File: config.mk
export PLATFORM = sky130hd
export DESIGN_NAME = popcount_accum_threshold
export DESIGN_NICKNAME = d
export VERILOG_FILES = /design/src/rtl/bnn_pkg.sv /design/src/rtl/popcount_accum_threshold.sv
export SDC_FILE = /design/constraint.sdc
export NUM_CORES = 1
export LEC_CHECK = 0
export CORE_MARGIN = 5
export CORE_UTILIZATION = 40
export DETAILED_ROUTE_END_ITERATION = 10
export HOLD_SLACK_MARGIN = 0.15
export MAX_ROUTING_LAYER = met4
export PLACE_DENSITY = 0.73
export SLEW_MARGIN = 20
export SYNTH_ARGS = -nofsm -noshare
export SYNTH_HDL_FRONTEND = slang
export SYNTH_SLANG_ARGS = --single-unit
File: constraint.sdc
create_clock -name clk -period 4.5 [get_ports clk]
set_input_delay 0.9 -clock clk [delete_from_list [all_inputs] [get_ports clk]]
set_output_delay 0.9 -clock clk [all_outputs]
set_load 0.05 [all_outputs]
File: src/rtl/bnn_pkg.sv
// Shared BNN constants and types, used by the popcount accumulator and the activation packer.
package bnn_pkg;

    localparam int POP_MAX        = 128;
    localparam int DEF_POP_W      = 8;
    localparam int DEF_MAX_CHUNKS = 64;
    localparam int DEF_ACC_W      = 14;

    typedef enum logic [1:0] {
        IDLE,
        ACCUM,
        EMIT
    } state_t;

endpackage

File: src/rtl/popcount_accum_threshold.sv
// Accumulates per-chunk XNOR popcounts into a full neuron count, thresholds it,
// and emits one activation bit per neuron over valid/ready.
module popcount_accum_threshold
    import bnn_pkg::*;
#(
    parameter int POP_W      = DEF_POP_W,
    parameter int MAX_CHUNKS = DEF_MAX_CHUNKS,
    parameter int CNT_W      = $clog2(MAX_CHUNKS),
    parameter int ACC_W      = POP_W + CNT_W,
    parameter int IDX_W      = 16
) (
    input  logic             clk,
    input  logic             rst_n,
    input  logic [CNT_W-1:0] cfg_chunks,
    input  logic [ACC_W-1:0] cfg_thresh,
    input  logic             in_valid,
    output logic             in_ready,
    input  logic [POP_W-1:0] in_pop,
    output logic             out_valid,
    input  logic             out_ready,
    output logic             out_bit,
    output logic [ACC_W-1:0] out_sum,
    output logic [IDX_W-1:0] out_idx,
    output logic             err_pop
);

    localparam logic [POP_W-1:0] POP_LIM    = POP_W'(POP_MAX);
    localparam logic [CNT_W:0]   CNT_FULL   = (CNT_W+1)'(MAX_CHUNKS);

    state_t             state, state_nxt;
    logic [ACC_W-1:0]   acc, thr;
    logic [CNT_W-1:0]   chunk_cnt, n_chunks;

    logic [POP_W-1:0]   pop_c;
    logic               accept, first, last;
    logic [ACC_W-1:0]   acc_base, acc_new, thr_eff;
    logic [CNT_W-1:0]   cnt_base, n_eff;
    logic [CNT_W:0]     cnt_new, n_target;

    // Gated by rst_n so the upstream sees no ready while reset is held.
    assign in_ready  = rst_n && ((state == EMIT) ? out_ready : 1'b1);
    assign out_valid = (state == EMIT);

    always_comb begin
        pop_c    = (in_pop > POP_LIM) ? POP_LIM : in_pop;
        accept   = in_valid && in_ready;
        // Outside ACCUM an accepted chunk opens a new neuron with fresh config.
        first    = (state != ACCUM);
        acc_base = first ? '0 : acc;
        cnt_base = first ? '0 : chunk_cnt;
        n_eff    = first ? cfg_chunks : n_chunks;
        thr_eff  = first ? cfg_thresh : thr;
        acc_new  = acc_base + ACC_W'(pop_c);
        cnt_new  = {1'b0, cnt_base} + (CNT_W+1)'(1);
        n_target = (n_eff == '0) ? CNT_FULL : {1'b0, n_eff};
        last     = (cnt_new == n_target);

        state_nxt = state;
        case (state)
            IDLE, ACCUM: if (accept) state_nxt = last ? EMIT : ACCUM;
            EMIT:        if (out_ready) state_nxt = accept ? (last ? EMIT : ACCUM) : IDLE;
            default:     state_nxt = IDLE;
        endcase
    end

    always_ff @(posedge clk) begin
        if (!rst_n) state <= IDLE;
        else        state <= state_nxt;
    end

    always_ff @(posedge clk) begin
        if (!rst_n) begin
            acc       <= '0;
            thr       <= '0;
            chunk_cnt <= '0;
            n_chunks  <= '0;
            out_bit   <= 1'b0;
            out_sum   <= '0;
            out_idx   <= '0;
            err_pop   <= 1'b0;
        end else begin
            if (accept && (in_pop > POP_LIM)) err_pop <= 1'b1;
            if (accept) begin
                if (first) begin
                    n_chunks <= cfg_chunks;
                    thr      <= cfg_thresh;
                end
                if (last) begin
                    out_sum   <= acc_new;
                    out_bit   <= (acc_new >= thr_eff);
                    acc       <= '0;
                    chunk_cnt <= '0;
                end else begin
                    acc       <= acc_new;
                    chunk_cnt <= cnt_new[CNT_W-1:0];
                end
            end
            if (out_valid && out_ready) out_idx <= out_idx + IDX_W'(1);
        end
    end

endmodule

Word-level counts from Yosys, hierarchy flattened --
Index checks and enable logic that the tools add are counted.
Storage, ports and cells: flip-flop bits (word level) 74, bits of input ports 32, output and inout bits 34, word-level logic and storage cells 43
Operators by class: add/subtract/negate cells 3, $lt $le $gt $ge 2, equal/unequal tests 6, muxes and demuxes 14, reductions and logical operators 9
Operators with widths (number):
- $mux W14 | 3
- $mux W6 | 3
- $add A16 B1 Y16 const B | 1
- $add A14 B8 Y14 | 1
- $ge A14 B14 Y1 | 1
- $gt A8 B8 Y1 const B | 1
- $mux W2 | 4
- $mux W8 | 1
- $add A6 B1 Y7 const B | 1
- $eq A7 B7 Y1 | 1
- $mux W7 | 1
- $logic_not A6 Y1 | 1
- $logic_and A1 B1 Y1 | 4
- $ne A2 B1 Y1 const B | 2
- $pmux W2 S2 | 1
- $reduce_and A2 Y1 | 2
- $eq A2 B1 Y1 const B | 1
- $eq A2 B2 Y1 const B | 1
- $logic_not A2 Y1 | 1
- $ne A2 B2 Y1 const B | 1
- $reduce_or A2 Y1 | 1
- $mux W1 | 1

Logic depth before layout (Yosys ltp) --
word-level depth 9, mapped depth 19, mapped depth without buffers 17

Worst setup path before layout --
OpenSTA, ideal clock, no wires.
kind register to register, start point reg state[0], end point reg out_bit, setup time 0.124 ns, data arrival time 3.513 ns, data required time 4.376 ns, setup slack 0.862 ns, cell stages (with the launch flop) 17, path buffers 2, period minus slack after synthesis 3.638 ns, path through dfxtp_1 nor2b_1 clkbuf_1 clkbuf_1 and2_1 ha_1 a21o_1 a21oi_1 a21oi_1 o311ai_0 ha_1 nand2_1 o21ai_0 a2111oi_0 o211ai_1 nand3_1 mux2i_1
On the way: elaborated cells between the ends (all ways) 16, classes of those cells add/sub: 2; order compare: 1; eq/ne: 3; mux: 6; reduce/logical: 4
RTL lines:
- start: declaration | RTL line popcount_accum_threshold.sv:30 | state_t state, state_nxt;
- start signal: assignment | RTL line popcount_accum_threshold.sv:68 | else state <= state_nxt;
- $ne A2 B1 Y1 | RTL line popcount_accum_threshold.sv:48 | first = (state != ACCUM);
- $mux W14 | RTL line popcount_accum_threshold.sv:49 | acc_base = first ? '0 : acc;
- $add A14 B8 Y14 | RTL line popcount_accum_threshold.sv:53 | acc_new = acc_base + ACC_W'(pop_c);
- named net acc_new[7] | RTL line popcount_accum_threshold.sv:36 | logic [ACC_W-1:0] acc_base, acc_new, thr_eff;
- $ge A14 B14 Y1 | RTL line popcount_accum_threshold.sv:90 | out_bit <= (acc_new >= thr_eff);
- end signal: assignment | RTL line popcount_accum_threshold.sv:90
- end: declaration | RTL line popcount_accum_threshold.sv:21 | output logic out_bit,
The timed path passes the listed nets, and every way through them passes these cells. A chain may end at the register's enable or synchronous reset.

Final worst setup path --
start point in in_pop[7], end point reg out_bit
On the way: cells in the longest elaborated chain, start to end 4
Ends and longest elaborated chain:
- start: declaration | RTL line popcount_accum_threshold.sv:18 | input logic [POP_W-1:0] in_pop,
- $gt A8 B8 Y1 | RTL line popcount_accum_threshold.sv:45 | pop_c = (in_pop > POP_LIM) ? POP_LIM : in_pop;
- $mux W8 (*) | RTL line popcount_accum_threshold.sv:45
- $add A14 B8 Y14 (*) | RTL line popcount_accum_threshold.sv:53
- named net acc_new[10] | RTL line popcount_accum_threshold.sv:36
- $ge A14 B14 Y1 (*) | RTL line popcount_accum_threshold.sv:90
Mark *: on every way through the listed nets, which the timed path passes. The rest lies on a longest branch.

==> results.ini <==
[final_layout]
mostFrequentLayoutCell=dfxtp_1
final_nets=593
seq_area_um2=1481
multiInputGateArea_um2=2569
drive_above_1_share_pct=7.037
fin_cells=676
antennaDiodeCount=0
layout_common_cells=dfxtp_1 (74), clkdlybuf4s50_1 (64), nand2_1 (51)
area_delta_synth_final_pct=24.74
nFillCells=954

[timing]
min_period_over_period_pct=92.30
period_needed_ns=4.154
fin_skew_ns=0.007129
worstMarginPinSlew_ns=0.6019
tns_ns=0
relSlewSlack_pct=59.88
fmax_mhz=240.8
hold_viol_final=0
drv_slew=0
finalSetupViolations=0
rsz0062_at_grt=false

[worst_hold_path]
hold_path.class=reg -> reg
hold_end=out_sum[8]$_SDFFE_PN0P_
hold_path_depth=2
min_from=out_sum[8]$_SDFFE_PN0P_

[floorplan]
die_area_um2=12570
die_x_um=112.1
ioPinCount=66
start_util_pct=40.79
core_area_um2=10230
dieHeight_um=112.1
rows=37

[placement]
detailed_place_hpwl_um=7806
globalplace.congestion=0.8994
port_buffers=65
place_inst=661

[flow_run]
max_cap_violations=0

[power_and_ir_drop]
pwr-share-clk_pct=40.5
power.density_nw_per_um2=291.1
p_sw_uw=382.0
swShare_pct=25.21
share_seq_of_total_power_pct=45.4
p_int_uw=1133
irDropWorstVdd_mv=0.1610
power_frac_comb_pct=14.1
p_leak_uw=0.002047

[setup_path]
regToRegSetupSlack_ns=0.75
worstReg2RegEnd=out_bit$_SDFFE_PN0P_
path_buf_inv=1
cp_slowest_stage_delay_ns=0.64
cp_cell_sequence=clkdlybuf4s50_1 -> nor2b_1 -> ha_1 -> fa_1 -> a211oi_1 -> o211ai_1 -> nand2_1 -> nor2_1 -> xnor2_1 -> nor2_1 -> ha_1 -> a21oi_1 -> nor2_1 -> a211oi_1 -> o21ai_0 -> nand3_1 -> mux2i_1
r2r-start=state[1]$_SDFFE_PN0P_
cpLargestDelayFamily=compound AO/OA/AOI/OAI gates
crit_top_cell=nor2_1
ff2ff_path_depth=18
crit_type=in -> reg
worst-path-max-fanout=9
arrival_ns=4.37
worst_setup_path_start_kind=input port
worstPathRequired_ns=4.72
critPathCaptureType=flip-flop
cp_slowest_cell=clkdlybuf4s50_1

[yosys]
ys_dominant_reg_cell=dfxtp_1
async_flop_share_pct=0
ys_types=53
synth_area_per_cell_um2=8.822
synth_edf_count=0
synthesis.nets=530
synth-seq-cells=74
ys_seq_area_share_pct=35.50
yosys_warnings=0
netlist_area_um2=4173
synthCells=473

[routing]
vias=3609
viasPerCell=5.339
avgRoutedWirePerCell_um=15.79
firstDrtPassIters=4
drt_iter0_drc=203
routed_wl_um=10680
ant_nets=0
drc=0

[clocking]
cts_tree=built
cts_buffers=9
clock_path_buffers=2
post_cts_buffers=0
cts.clk_slew.worst_paths_ns=0.07
clk_latency_ns=0.34
cts.sinks=74
htree_levels=3
holdBufCountCts=0
clockRootBuffer=clkbuf_8
cts_resized=0

[global_routing]
grt_usage_pct=17.39
overflow=0
grt_pass1_vias=3572
grt_pass1_wl_um=17640
grt_max_degree=44
antenna_found_initial=0

[run_status]
status=finished, final reports clean

stage by stage:
| stage | hold slack (ns) | util, % | power [uW] | area [um2] | worst slack (ns) |
|---|---|---|---|---|---|
| CTS | 0.4607 | 50.87 | 1529 | 5205 | 0.3618 |
| floorplan | 0.4167 | - | 838.9 | 4173 | 0.8624 |
| global placement | 0.4321 | 48.61 | 910.7 | 4974 | 0.1736 |
| finish | 0.4611 | 50.87 | 1515 | 5205 | 0.3464 |
| detailed placement | 0.4407 | 48.61 | 914.4 | 4974 | 0.009436 |
| global route | 0.4839 | 50.87 | 1582 | 5205 | 0.04427 |
per-layer routing:
metal	vias up	wire [um]	global-route usage (%)
met5	-	0	-
met3	8	406	3.288
met2	87	5327	29.44
li1	1829	-	-
met1	1685	4830	21.21
met4	0	110	4.808
synthesized netlist by cell type, types with 8 or more instances:
library cell,count,area (um2)
dfxtp_1,74,1481
nand2_1,51,191.4
inv_1,8,30.03
clkbuf_1,18,67.56
o211ai_1,8,60.06
nand3_1,28,140.1
nand4_1,9,56.30
a21oi_1,13,65.06
mux2i_1,30,300.3
nor2_1,37,138.9
xnor2_1,19,166.4
and2_1,12,75.07
o21ai_0,31,155.2
a22o_1,10,87.58
nor2b_1,10,62.56
ha_1,24,300.3
xor2_1,13,113.9
power by group through the flow:
stage / Sequential, uW / Clock (uW) / Combinational [uW]
floorplan: 702 / 0 / 137
global placement: 702 / 0 / 208
detailed placement: 703 / 0 / 211
CTS: 688 / 628 / 213
global route: 691 / 656 / 236
finish: 688 / 614 / 213
how the worst max path moves through the flow:
stage | startpoint | endpoint | slack, ns | cells past startpoint
finish | in_pop[7] | out_bit$_SDFFE_PN0P_ | 0.35 | 17
global route | in_pop[7] | out_bit$_SDFFE_PN0P_ | 0.04 | 17
detailed placement | in_pop[7] | out_bit$_SDFFE_PN0P_ | 0.009 | 17
CTS | in_pop[7] | out_bit$_SDFFE_PN0P_ | 0.36 | 17
floorplan | state[0]$_SDFFE_PN0P_ | out_bit$_SDFFE_PN0P_ | 0.86 | 16
global placement | in_pop[7] | out_bit$_SDFFE_PN0P_ | 0.17 | 15
cells by family after synthesis:
logic type	after synthesis	share of synthesized area, %
flip-flops	74	35.50
AO/OA/AOI/OAI	105	18.47
buffers and inverters	31	2.939
adder cells (fa/ha/maj)	25	7.676
AND/OR/NAND/NOR	175	20.96
XOR/XNOR	33	7.256
multiplexers	30	7.196
worst reg2reg max path, delay by kind of cell (launching register included):
kind	cells	cell delay (ns)
compound gates	5	1.11
xor+xnor	1	0.28
fa+ha+maj	3	0.81
buf+inv	1	0.21
flops	1	0.46
mux	1	0.07
simple gates	7	0.71
layout make-up:
type	count	area share (%)
multi-input cells	368	49.35
flip-flops and latches	74	28.46
clock buffers	10	2.452
inverters	8	0.5769
well taps	136	3.269
clock inverters	5	1.995
repair buffers	75	13.89
flip-flops by register name, summed over array words and instances, names as in the netlist:
name and cells:
acc 14, err_pop 1, out_sum 14, n_chunks 6
state 2, out_idx 16, thr 14, out_bit 1
chunk_cnt 6
(Power assumes the default switching activity.)
==> variant 1: new RTL, same flow settings <==
Reset style: asynchronous (`rst_n`), changed in 2 clocked blocks.
--- a/src/rtl/popcount_accum_threshold.sv
+++ b/src/rtl/popcount_accum_threshold.sv
@@ -64,10 +64,10 @@
     end
 
-    always_ff @(posedge clk) begin
+    always_ff @(posedge clk or negedge rst_n) begin
         if (!rst_n) state <= IDLE;
         else        state <= state_nxt;
     end
 
-    always_ff @(posedge clk) begin
+    always_ff @(posedge clk or negedge rst_n) begin
         if (!rst_n) begin
             acc       <= '0;
Behaviour: differs if rst_n is asserted again (counterexample within 4 cycles, from zero or initial values and one cycle with rst_n low); with rst_n held inactive, the same outputs for 4 cycles.
==> variant 1 against the unedited design <==
Cell area increased by 2.8%. Critical path type unchanged. Routed wire length decreased by 2.7%. Worst hold slack improved by 18 ps. First-iteration DRC count decreased by 11%. Area after synthesis increased by 4.8%. Die area increased by 4.4%. Sequential cell count unchanged. Maximum frequency increased by 1.2%. Via count decreased by 5.0%. Worst setup slack improved by 49 ps.
Power is not compared: it rests on default switching activity, and its combinational part moved more than twofold at a synthesized area within 25%.
==> variant 1: results (changes against the unedited design) <==
metric;value;unit;change
postCtsSetupBuffers;0;;unchanged
cts_root_buf;clkbuf_8;;unchanged
rrSetupSlack;490;ps;was 750 ps
nMultiInputCombCells;336;;was 368
largest_register_ffs;16;;unchanged
inverters;6;;was 8
worst_clock_skew;11.5;ps;was 7.13 ps
grt_max_degree;57;;was 44
layout-drive-gt1-share;9.65;%;was 7.04%
clockBufferCount;10;;unchanged
grt_pass1_vias;3488;;was 3,572
clock_sinks;74;;unchanged
dr.max_layer_used;met4;;unchanged
ys_async_sr_fraction;100;%;was 0%
diodes;0;;unchanged
cts_made_buffers;9;;unchanged
hpwlAfterDp;7.68;mm;was 7.81 mm
ys_top_cells_by_count;dfrtp_1 (74), nand2_1 (59), o21ai_0 (29);;was dfxtp_1 (74), nand2_1 (51), nor2_1 (37)
yosysWarnings;0;;unchanged
grtUsageMet2;28.2;%;was 29.4%
io_buffer_count;65;;unchanged
detail_route.wl_per_cell;16.0;µm;was 15.8 µm
gp_congestion;0.906;;was 0.899
seq_area;0.00185;mm²;was 0.00148 mm²
firstDrtPassIters;4;;unchanged
grt_first_pass_wirelength;17.6;mm;about the same
max_slew_margin;44.6;%;was 59.9%
vias_per_cell;5.29;;was 5.34
dr.first_iter.drc_count;180;;was 203
drv_cap;0;;unchanged
use_met3;2.17;%;was 3.29%
worst_ep_arrival_time;4310;ps;was 4370 ps
antenna_found_initial;0;;unchanged
multi_input_area_share;44.7;%;was 49.4%
cts-htree-levels;3;;unchanged
wl_met2;5.18;mm;was 5.33 mm
fill_cells;966;;was 954
yosysSeqAreaShare;42.3;%;was 35.5%
nets;561;;was 593
grtUsageMet1;22.0;%;was 21.2%
largest-register;out_idx;;unchanged
outcome;finished, final reports clean;;unchanged
route.met3.wl;275;µm;was 406 µm
track_usage;17.3;%;was 17.4%
leakage;2.36;nW;
buffers_excl_clock;77;;was 75
synth_cell_type_count;54;;was 53
cts.clk_slew.worst_paths;80;ps;
synth_top_flop_cell;dfrtp_1;;was dfxtp_1
setup_viol;0;;unchanged
hold_class;reg -> reg;;unchanged
clockBufferDepth;2;;unchanged
clock_tree_area_fraction;3.16;%;was 4.45%
met1_length;4.74;mm;was 4.83 mm
bufAreaShareNonClock;13.8;%;was 13.9%
synthesis.nets;493;;was 530
cp_max_fo;7;;was 9
ctsResizeCount;0;;unchanged
clk_latency;350;ps;
yosys-top-cells-area;dfrtp_1 (42%), ha_1 (6.9%), nand2_1 (5.1%), mux2i_1 (4.6%), xnor2_1 (4.2%);;was dfxtp_1 (36%), ha_1 (7.2%), mux2i_1 (7.2%), nand2_1 (4.6%), xnor2_1 (4.0%)
## variant 1: cell types whose count changed in the layout (fill, tap and decap cells not counted), sizes merged, moves of 5 or more
cell	delta
nand3	-15
nor2	-19
a21oi	-7
xor2	-5
o41ai	-5
nor3	+5
dfrtp	+74
mux2	+21
a22o	-9
nand4	-5
nand2	+8
mux2i	-10
dfxtp	-74
## variant 1: cell families (layout without fill, tap and decap cells)
kind of cell    Yosys count  after routing  share of synthesized area, %
mux                      41             41                          9.98
buf+inv                  26             98                          2.97
compound gates           84             84                          13.3
simple gates            156            156                          17.8
xor+xnor                 30             30                          6.32
fa+ha+maj                25             25                          7.32
flops                    74             74                          42.3
## variant 1: metrics by stage
stage          area [µm²]  util, %  hold WS (ps)  instances  setup slack, ps
3_3_place_gp         5180     48.0           454        633              200
3_5_place_dp         5180     48.0           467        633             59.9
5_1_grt              5350     49.6           504        648              159
4_1_cts              5350     49.6           487        648              419
2_1_floorplan        4370        -           440        436              898
6_report             5350     49.6           480        648              395
## variant 1: worst max-delay path, cell delays in order
cell	delay (ps)
clkdlybuf4s50_1	500
buf_4	160
nor2b_1	80
fa_1	470
a21o_1	210
a221oi_1	470
o21ai_0	290
xnor2_1	220
nor2_1	80
ha_1	220
a21o_1	150
a21o_1	170
a211oi_1	250
a31oi_1	130
## variant 1: path summary, 6_finish.rpt
kind                            from     endpoint  depth (start not counted)
setup / recovery           in_pop[7]      out_bit                         14
max in group asynchronous      rst_n  out_idx[10]                          3
setup reg to reg            state[0]      out_bit                         14
hold / removal                acc[4]       acc[4]                          2
min in group asynchronous      rst_n   out_sum[4]                          2
hold reg to reg               acc[4]       acc[4]                          2
## variant 1: where the power goes
part	internal (mW)	switching, mW
Combinational	0.715	0.947
Sequential	0.862	0.156
Clock	0.210	0.252
==> variant 2: new RTL, same flow settings <==
Made on the original files. The parameter `IDX_W` goes from 16 to 15.
--- a/src/rtl/popcount_accum_threshold.sv
+++ b/src/rtl/popcount_accum_threshold.sv
@@ -8,5 +8,5 @@
     parameter int CNT_W      = $clog2(MAX_CHUNKS),
     parameter int ACC_W      = POP_W + CNT_W,
-    parameter int IDX_W      = 16
+    parameter int IDX_W      = 15
 ) (
     input  logic             clk,
Ports: changed (resized out_idx); port bits go from 66 to 65. No check against the original RTL was run, so the function may have changed too.
==> variant 2 against the unedited design <==
Routed wire length increased by 1.7%. Area after synthesis increased by 4.4%. Worst hold slack got worse by 8.1 ps. Sequential share of layout area decreased by 0.56 points. Count of clock-buffer cells in the layout decreased by 1. Worst setup slack improved by 97 ps. Cell area increased by 0.62%. Sequential cell count decreased by 1. Sequential power decreased by 2%. Power decreased by 9.6%. Largest cell class unchanged.
==> variant 2: results (changes against the unedited design) <==
metric;value;unit;change
vias_per_cell;5.44;;was 5.34
route.met3.wl;437;µm;was 406 µm
ir_drop;0.163;mV;was 0.161 mV
outcome;finished, final reports clean;;unchanged
slowest_delay;580;ps;was 640 ps
met1_length;4.92;mm;was 4.83 mm
worst_ep_arrival_time;4290;ps;was 4370 ps
worst_clock_skew;9.34;ps;was 7.13 ps
slowest_stage;or4b_1;;was clkdlybuf4s50_1
track_usage;17.4;%;about the same
syn_avg_cell_area;8.49;µm²;was 8.82 µm²
grt_first_pass_wirelength;18.1;mm;was 17.6 mm
nets;622;;was 593
detail_route.wl_per_cell;15.3;µm;was 15.8 µm
r2r_cells;14;;was 18
dr.first_iter.drc_count;224;;was 203
vias;3865;;was 3,609
max_slew_margin;40.9;%;was 59.9%
layout-drive-gt1-share;8.60;%;was 7.04%
hpwlAfterDp;7.98;mm;was 7.81 mm
largest_register_ffs;15;;was 16
grt_pass1_vias;3803;;was 3,572
yosysSeqAreaShare;33.6;%;was 35.5%
cp_max_fo;5;;was 9
yosys-top-cells-area;dfxtp_1 (34%), ha_1 (6.9%), a21oi_1 (5.3%), nand2_1 (4.7%), mux2i_1 (4.1%);;was dfxtp_1 (36%), ha_1 (7.2%), mux2i_1 (7.2%), nand2_1 (4.6%), xnor2_1 (4.0%)
synth_cell_type_count;58;;was 53
leakage;2.02;nW;was 2.05 nW
fill_cells;1077;;was 954
wl_met2;5.36;mm;was 5.33 mm
grt_max_degree;54;;was 44
[variant 2: final cells by class]
cell class,count,area (µm²),share of cell area [%]
sequential,73,1460,27.9
multi-input combinational,402,2680,51.1
tap,140,175,3.34
timing repair buffer,75,726,13.9
inverter,4,15.0,0.287
clock inverter,7,61.3,1.17
clock buffer,9,124,2.37
[variant 2: final timing paths]
| kind | endpoint | from | slack [ps] |
|---|---|---|---|
| setup reg to reg | out_bit | state[0] | 630 |
| setup / recovery | out_bit | in_pop[2] | 440 |
| hold / removal | acc[5] | acc[5] | 450 |
| hold reg to reg | acc[5] | acc[5] | 450 |
[variant 2: cells by family after synthesis]
kind of cell               Yosys count  share of synthesized area (%)
adders and majority gates           25                           7.35
and+or+nand+nor                    185                           21.9
AOI/OAI and AO/OA                  141                           20.8
xor gates and xnor gates            31                           6.55
muxes                               20                           4.77
buffers and inverters               38                           5.03
DFF                                 73                           33.6
[variant 2: metal layers]
layer  track usage, %  vias to the layer above
met2             28.3                       85
li1                 -                     1957
met4             4.83                        0
met3             3.28                       12
met5                -                        -
met1             22.2                     1811
[variant 2: per-stage QoR]
stage          power, mW  setup WS (ps)  utilization, %  hold WS (ps)
2_1_floorplan      0.830            631               -           427
3_3_place_gp       0.887           67.6            47.0           436
3_5_place_dp       0.893          -44.0            47.0           445
4_1_cts             1.38            294            48.7           459
5_1_grt             1.44            173            48.7           478
6_report            1.37            443            48.7           453
[variant 2: where the power goes]
group	total [mW]	internal [mW]	switching [mW]
combinational	0.203	0.0840	0.119
sequential	0.676	0.663	0.0122
clock	0.491	0.211	0.280
[variant 2: tightest hold or removal path, stage by stage (launching register included)]
cell and delay (ps):
dfxtp_1 310, nand2_1 50, a21oi_1 50
